==> config.mk <==
export PLATFORM = sky130hd
export DESIGN_NAME = poly_modadd_ctrl
export DESIGN_NICKNAME = d
export VERILOG_FILES = /design/src/rtl/poly_modadd_ctrl_pkg.sv /design/src/rtl/poly_modadd_ctrl_modular_add.sv /design/src/rtl/poly_modadd_ctrl.sv
export SDC_FILE = /design/constraint.sdc
export NUM_CORES = 1
export LEC_CHECK = 0
export BUFFER_PORTS_ARGS = -buffer_cell sky130_fd_sc_hd__buf_4
export CAP_MARGIN = 20
export CORE_MARGIN = 2
export CORE_UTILIZATION = 30
export DETAILED_ROUTE_END_ITERATION = 12
export GPL_TIMING_DRIVEN = 0
export SETUP_SLACK_MARGIN = 0.4
export SKIP_CTS_REPAIR_TIMING = 1
export SLEW_MARGIN = 20
export SYNTH_ARGS = -nofsm -noshare
export SYNTH_HDL_FRONTEND = slang
export SYNTH_SLANG_ARGS = --single-unit
==> constraint.sdc <==
create_clock -name clk -period 12.1 [get_ports clk]
set_input_delay 2.42 -clock clk [delete_from_list [all_inputs] [get_ports clk]]
set_output_delay 2.42 -clock clk [all_outputs]
set_load 0.005 [all_outputs]
==> src/rtl/poly_modadd_ctrl_pkg.sv <==
// Shared definitions for the polynomial modular add/sub sequencer:
// coefficient width, FSM state encoding and mode selectors.
package poly_modadd_ctrl_pkg;

  localparam int DATA_W = 32;

  typedef enum logic [1:0] {
    IDLE,
    RUN,
    DRAIN,
    DONE
  } state_t;

  localparam logic MODE_ADD = 1'b0;
  localparam logic MODE_SUB = 1'b1;

endpackage

==> src/rtl/poly_modadd_ctrl_modular_add.sv <==
// Combinational modular adder: returns (a + b) mod q for operands whose sum is below 2q.
module modular_add
  import poly_modadd_ctrl_pkg::*;
(
  input  logic [DATA_W-1:0] i_a,
  input  logic [DATA_W-1:0] i_b,
  input  logic [DATA_W-1:0] i_q,
  output logic [DATA_W-1:0] o_sum
);

  logic [DATA_W:0] w_sum;
  logic [DATA_W:0] w_diff;

  // A single conditional subtraction suffices because a + b < 2q; the
  // extra MSB of the difference acts as the borrow flag.
  assign w_sum  = {1'b0, i_a} + {1'b0, i_b};
  assign w_diff = w_sum - {1'b0, i_q};
  assign o_sum  = w_diff[DATA_W] ? w_sum[DATA_W-1:0] : w_diff[DATA_W-1:0];

endmodule

==> src/rtl/poly_modadd_ctrl.sv <==
// Streams two coefficient vectors through one modular adder, one element per cycle,
// writing (a + b) mod q or (a - b) mod q into the result memory.
module poly_modadd_ctrl #(
  parameter int ADDR_W = 8,
  parameter int DATA_W = poly_modadd_ctrl_pkg::DATA_W
) (
  input  logic              clk,
  input  logic              reset,
  input  logic              start,
  input  logic              mode,
  input  logic [DATA_W-1:0] q,
  input  logic [ADDR_W:0]   len,
  output logic              rd_en,
  output logic [ADDR_W-1:0] rd_addr,
  input  logic [DATA_W-1:0] a_data,
  input  logic [DATA_W-1:0] b_data,
  output logic              wr_en,
  output logic [ADDR_W-1:0] wr_addr,
  output logic [DATA_W-1:0] wr_data,
  output logic              busy,
  output logic              done
);

  import poly_modadd_ctrl_pkg::*;

  localparam logic [ADDR_W:0] LEN_ONE = (ADDR_W+1)'(1);

  state_t              r_state;
  state_t              w_nextState;
  logic                r_mode;
  logic [DATA_W-1:0]   r_q;
  logic [ADDR_W:0]     r_len;
  logic [ADDR_W-1:0]   r_rdAddr;
  logic                r_v1;
  logic [ADDR_W-1:0]   r_addr1;
  logic                r_wrEn;
  logic [ADDR_W-1:0]   r_wrAddr;
  logic [DATA_W-1:0]   r_wrData;
  logic                w_accept;
  logic                w_lastRead;
  logic [DATA_W-1:0]   w_bPrep;
  logic [DATA_W-1:0]   w_sum;

  assign w_accept   = (r_state == IDLE) && start;
  assign w_lastRead = ({1'b0, r_rdAddr} == (r_len - LEN_ONE));

  always_ff @(posedge clk or posedge reset) begin
    if (reset) begin
      r_state <= IDLE;
    end else begin
      r_state <= w_nextState;
    end
  end

  // DRAIN ends in the cycle the final write is on the bus, which is the
  // first DRAIN cycle with no operand data arriving from memory.
  always_comb begin
    w_nextState = r_state;
    case (r_state)
      IDLE:    if (start) w_nextState = (len == '0) ? DONE : RUN;
      RUN:     if (w_lastRead) w_nextState = DRAIN;
      DRAIN:   if (!r_v1) w_nextState = DONE;
      DONE:    w_nextState = IDLE;
      default: w_nextState = IDLE;
    endcase
  end

  always_ff @(posedge clk or posedge reset) begin
    if (reset) begin
      r_mode   <= MODE_ADD;
      r_q      <= '0;
      r_len    <= '0;
      r_rdAddr <= '0;
    end else if (w_accept) begin
      r_mode   <= mode;
      r_q      <= q;
      r_len    <= len;
      r_rdAddr <= '0;
    end else if (r_state == RUN) begin
      r_rdAddr <= w_lastRead ? '0 : r_rdAddr + 1'b1;
    end
  end

  // Subtraction is done as a + (q - b); b = 0 yields q, which the adder folds back to a.
  assign w_bPrep = (r_mode == MODE_SUB) ? (r_q - b_data) : b_data;

  modular_add u_modAdd (
    .i_a   (a_data),
    .i_b   (w_bPrep),
    .i_q   (r_q),
    .o_sum (w_sum)
  );

  always_ff @(posedge clk or posedge reset) begin
    if (reset) begin
      r_v1     <= 1'b0;
      r_addr1  <= '0;
      r_wrEn   <= 1'b0;
      r_wrAddr <= '0;
      r_wrData <= '0;
    end else begin
      r_v1     <= rd_en;
      r_addr1  <= r_rdAddr;
      r_wrEn   <= r_v1;
      r_wrAddr <= r_addr1;
      if (r_v1) begin
        r_wrData <= w_sum;
      end
    end
  end

  assign rd_en   = (r_state == RUN);
  assign rd_addr = r_rdAddr;
  assign wr_en   = r_wrEn;
  assign wr_addr = r_wrAddr;
  assign wr_data = r_wrData;
  assign busy    = (r_state != IDLE);
  assign done    = (r_state == DONE);

endmodule

======== Word-level counts from Yosys, hierarchy flattened ========
Index checks and enable logic that the tools add are counted.
word-level totals
  bits in registers ....................... 102
  bits in latches ......................... 0
  memory bits (writable) .................. 0
  ROM bits ................................ 0
  bits of input ports ..................... 109
  output and inout bits ................... 52
  logic and storage cells ................. 38
  memories kept ........................... 0
cells by class
  add/subtract/negate cells ............... 5
  $mul .................................... 0
  divide/modulo/power cells ............... 0
  magnitude comparators ................... 0
  equal/unequal tests ..................... 7
  shift operators ......................... 0
  multiplexer cells ....................... 10
  bitwise gates (word level) .............. 0
  reductions and logical operators ........ 6
operator list
  kind                                                                      count
  32-bit 2-to-1 mux                                                         2
  32-bit by 32-bit adder with 33-bit output                                 1
  33-bit by 32-bit subtractor with 33-bit output                            1
  32-bit subtractor                                                         1
  8-bit 2-to-1 mux                                                          3
  8-bit by 9-bit equality test with 1-bit output                            1
  9-bit logical NOT                                                         1
  9-bit by 1-bit subtractor with 9-bit output (second input constant)       1
  8-bit by 1-bit adder with 8-bit output (second input constant)            1
  2-bit 2-to-1 mux                                                          4
  2-bit one-hot mux with 4 select lines                                     1
  2-bit equality test (second input constant)                               2
  2-bit inequality test (second input constant)                             2
  2-bit nonzero test                                                        2
  3-bit AND reduction                                                       1
  2-bit by 1-bit equality test with 1-bit output (second input constant)    1
  2-bit logical NOT                                                         1
  2-bit by 1-bit inequality test with 1-bit output (second input constant)  1
  1-bit logical AND                                                         1

======== Logic depth before layout (Yosys ltp) ========
  word-level depth ........................ 5
  mapped depth ............................ 33
  depth with buffers taken out ............ 31

======== Modules after synthesis ========
From an unflattened synthesis, not the netlist that was laid out.
second synthesis, totals
  cell total of the unflattened synthesis .. 1256
  area total of the unflattened synthesis .. 10253.6 sq um
by module, submodules not included
  module            instances  cells each  area each (sq um)  seq. area each (sq um)
  poly_modadd_ctrl  1          716         6311.1             2552.4
  modular_add       1          540         3942.5             0.0

======== Worst setup path before layout ========
No wires, ideal clock.
  path kind ............................... input port to flip-flop
  start point ............................. in b_data[0]
  end point ............................... reg r_wrData[10] (netlist: wr_data[10])
  library setup time ...................... 0.137 ns
  arrival ................................. 8.101 ns
  required time ........................... 11.963 ns
  path slack .............................. 3.862 ns
  cell stages on the path ................. 29
  buffers on the path ..................... 1
  cells stage by stage .................... ha_1 > fa_1 > nor2b_1 > o2111ai_1 > a31oi_1 > o31ai_1 > o21ba_2 > a21o_1 > a22o_1 > o2111ai_1 > xnor2_1 > mux2i_1 > ha_1 > a21o_1 > a21o_1 > or4_1 > o21ai_2 > o21ai_0 > xor2_1 > ha_1 > a21o_1 > a211oi_1 > a21oi_1 > a21oi_1 > o21ai_1 > xnor2_2 > buf_6 > mux2i_1 > a21oi_1
on the way
  word-level cells in the longest chain between the ends .. 5
ends and longest elaborated chain
  what                                            RTL line                            source
  from (decl)                                     poly_modadd_ctrl.sv:16              input logic [DATA_W-1:0] b_data,
  32-bit subtractor                               poly_modadd_ctrl.sv:85              assign w_bPrep = (r_mode == MODE_SUB) ? (r_q - b_data) : b_data;
  32-bit 2-to-1 mux (*)                           poly_modadd_ctrl.sv:85
  32-bit by 32-bit adder with 33-bit output (*)   poly_modadd_ctrl_modular_add.sv:16  assign w_sum = {1'b0, i_a} + {1'b0, i_b};
  33-bit by 32-bit subtractor with 33-bit output  poly_modadd_ctrl_modular_add.sv:17  assign w_diff = w_sum - {1'b0, i_q};
  32-bit 2-to-1 mux (*)                           poly_modadd_ctrl_modular_add.sv:18  assign o_sum = w_diff[DATA_W] ? w_sum[DATA_W-1:0] : w_diff[DATA_W-1:0];
  to (signal assigned)                            poly_modadd_ctrl.sv:107             r_wrData <= w_sum;
  to (decl)                                       poly_modadd_ctrl.sv:38              logic [DATA_W-1:0] r_wrData;
Every way passes the cells marked *; elsewhere a longest branch is shown, timed or not.
A chain may end at the register's enable or synchronous reset.

======== Worst setup path in the final report ========
  start point ............................. in b_data[0]
  end point ............................... reg r_wrData[24] (netlist: wr_data[24])
Same word-level chain as after synthesis.

==> flow_summary.toml <==
[finish]
syn_to_final_growth_pct = 20.92
n_antenna_cell = 0
seqCellArea_sq_um = 2552
fin_nets = 1529
multi_input_area_sq_um = 6575
drive_above_1_share = 0.1827
fillCellCount = 3312

[worst_setup_path]
required_ps = 12320
reg2reg_from = "r_q[0]"
crit-reg2reg-capture = "wr_data[24]"
slowest_delay_ps = 660
cp-start-kind = "primary input"
worstPathMaxFanout = 10
reg2regPathDepth = 30
worstSetupPathType = "primary input to flop"
crit_path_top_delay_cell = "xnor2_2"
endpoint_kind = "flop"
cp.arrival_ps = 9770
r2r_slack_ps = 4240

[worst_hold_path]
min_path_cells = 0
hold_class = "flop to flop"
min-delay-start = "r_addr1[2]"
holdPathEnd = "wr_addr[2]"

[synth]
synth_top_cell_by_area = "dfrtp_1"
synth_top_flop_cell = "dfrtp_1"
syn_avg_cell_area_sq_um = 8.441
syn_inst = 1142
synth_top_family_by_area = "compound AO/OA/AOI/OAI gates"
synth_cell_types = 68
synth-edff-count = 0
ys_ff_latch = 102
synth.most_common_cell = "a21oi_1"
synthMuxAreaShare = 0.09281
synthTopCellsByCount = "a21oi_1, inv_1, ha_1"
ys_top_cells_by_area = "dfrtp_1, ha_1, xnor2_1"
ys_async_sr_fraction = 1.000
yosys.area.top_type_share = 0.2648
synth_compound_area_frac = 0.2190
synth_fa_ha_area_frac = 0.1399
synth_warnings = 0
synth-simple-area-share = 0.1478
synth_nets = 1357
seq_area_frac_synth = 0.2648
yosys.area_share.xor_xnor = 0.08255
netlist_area_sq_um = 9639

[sta]
period_share = 0.7895
hold_viol_final = 0
max_clock_freq_ghz = 0.1047
fin_crit_ps = 9552
slew_headroom = 0.3343
maxSlewViolCount = 0
setup_tns_ps = 0
skew_ps = 8.333
tightest_slew_ps = 998.5
setup_viol = 0
rsz0062_at_grt = "false"

[place]
dpl.hpwl_mm = 23.75
place_congestion = 0.9032
portBuffers = 160

[clock_tree]
clk_path_buf_depth = 2
clkTransAtPathRegs_ps = 80
htreeDepth = 3
clk_latency_ps = 360
cts_tree = "done"
cts_sinks = 102
root_buffer = "clkbuf_16"
cts_buffers = 9

[global_route]
grt.overflow.total = 0
grt_max_degree = 73
grt_pass1_vias = 8822
grt_pass1_wl_mm = 46.08
grtUsageTotal = 0.1750
antenna_found_initial = 0

[die]
io_pins = 161
die_h_microns = 183.3
die_area_sq_um = 33580
core_sq_um = 31640
start_util = 0.3047
num_rows = 65
die_w_microns = 183.3

[routing]
dr.first_iter.drc_count = 529
first_pass_iters = 5
via_per_inst = 5.140
ant_nets = 0
route.detailed.drc = 0
drt-total-wl_mm = 29.02
wire_per_inst_microns = 16.86
dr_total_vias = 8846

[status]
status = "completed"

[job]
cap_violations = 0
-- cell type report --
cell class	count	share of cell area
clock inverter	7	0.004723
buffer	26	0.01041
clock buffer	9	0.01932
inverter	104	0.03392
multi-input combinational	910	0.5641
tap	402	0.04315
timing repair buffer	161	0.1054
sequential	102	0.2190
-- layer usage --
metal / global-route usage / routed length, microns
met1: 0.2331 / 13500
met2: 0.2962 / 13580
met3: 0.02482 / 1315
met4: 0.04768 / 618
met5: 0 / 0
-- state kept, by name, summed over array words and instances, names as in the netlist --
| register | cells |
|---|---|
| wr_addr | 8 |
| rd_addr | 8 |
| r_q | 32 |
| wr_en | 1 |
| wr_data | 32 |
| r_len | 9 |
| r_state | 2 |
| r_v1 | 1 |
| r_mode | 1 |
| r_addr1 | 8 |
-- per-stage QoR --
| stage | cell area (sq um) | utilization | hold WS, ps | worst slack [ps] | instances |
|---|---|---|---|---|---|
| 2_1_floorplan | 9639 | - | 331.2 | 3862 | 1142 |
| 3_3_place_gp | 11340 | 0.3586 | 333.5 | 2259 | 1704 |
| 3_5_place_dp | 11380 | 0.3596 | 335.5 | 2222 | 1705 |
| 4_1_cts | 11660 | 0.3684 | 354.1 | 2607 | 1721 |
| 5_1_grt | 11660 | 0.3684 | 357.2 | 2083 | 1721 |
| 6_report | 11660 | 0.3684 | 351.3 | 2548 | 1721 |
-- worst max-delay path, delay by kind of cell --
family	cells	cell delay, ps
AO/OA/AOI/OAI	16	3180
adder cells (fa/ha/maj)	4	1420
XOR/XNOR	3	1070
AND/OR/NAND/NOR	3	800
multiplexers	2	470
buffers and inverters	2	400
-- cells by family (layout without fill, tap and decap cells) --
logic type,Yosys count,in the layout
AO/OA/AOI/OAI,334,334
buffers and inverters,130,307
adder cells (fa/ha/maj),106,106
AND/OR/NAND/NOR,296,296
flip-flops,102,102
XOR/XNOR,90,90
multiplexers,84,84
-- how the worst max path moves through the flow --
stage | cells past startpoint | slack [ps] | endpoint | start
detailed placement | 30 | 2220 | wr_data[23] | b_data[0]
finish | 30 | 2550 | wr_data[24] | b_data[0]
global placement | 30 | 2260 | wr_data[24] | b_data[4]
floorplan | 29 | 3860 | wr_data[10] | b_data[0]
global route | 30 | 2080 | wr_data[23] | b_data[4]
CTS | 30 | 2610 | wr_data[23] | b_data[0]
-- placed cells by master (no fill, tap or decap), types with 11 or more instances in the layout --
master | synthesis | layout
nand3_1 | 27 | 27
clkbuf_1 | 18 | 18
nand2_1 | 75 | 75
mux2i_1 | 41 | 41
a21oi_1 | 110 | 110
nor2b_1 | 16 | 16
buf_4 | 0 | 160
inv_1 | 104 | 103
a31oi_1 | 11 | 11
and3_1 | 14 | 14
mux2_2 | 43 | 43
o21a_1 | 12 | 12
nor3_1 | 20 | 20
ha_1 | 103 | 103
nor2_1 | 84 | 84
dfrtp_1 | 102 | 102
xor2_1 | 26 | 26
nand2b_1 | 19 | 19
a21o_1 | 37 | 37
xnor2_1 | 63 | 63
o21ai_0 | 71 | 71
o21bai_1 | 15 | 15
Power is left out: the tool's default activity adds up to more than one toggle a clock period on the data nets, which glitch-free logic cannot reach.
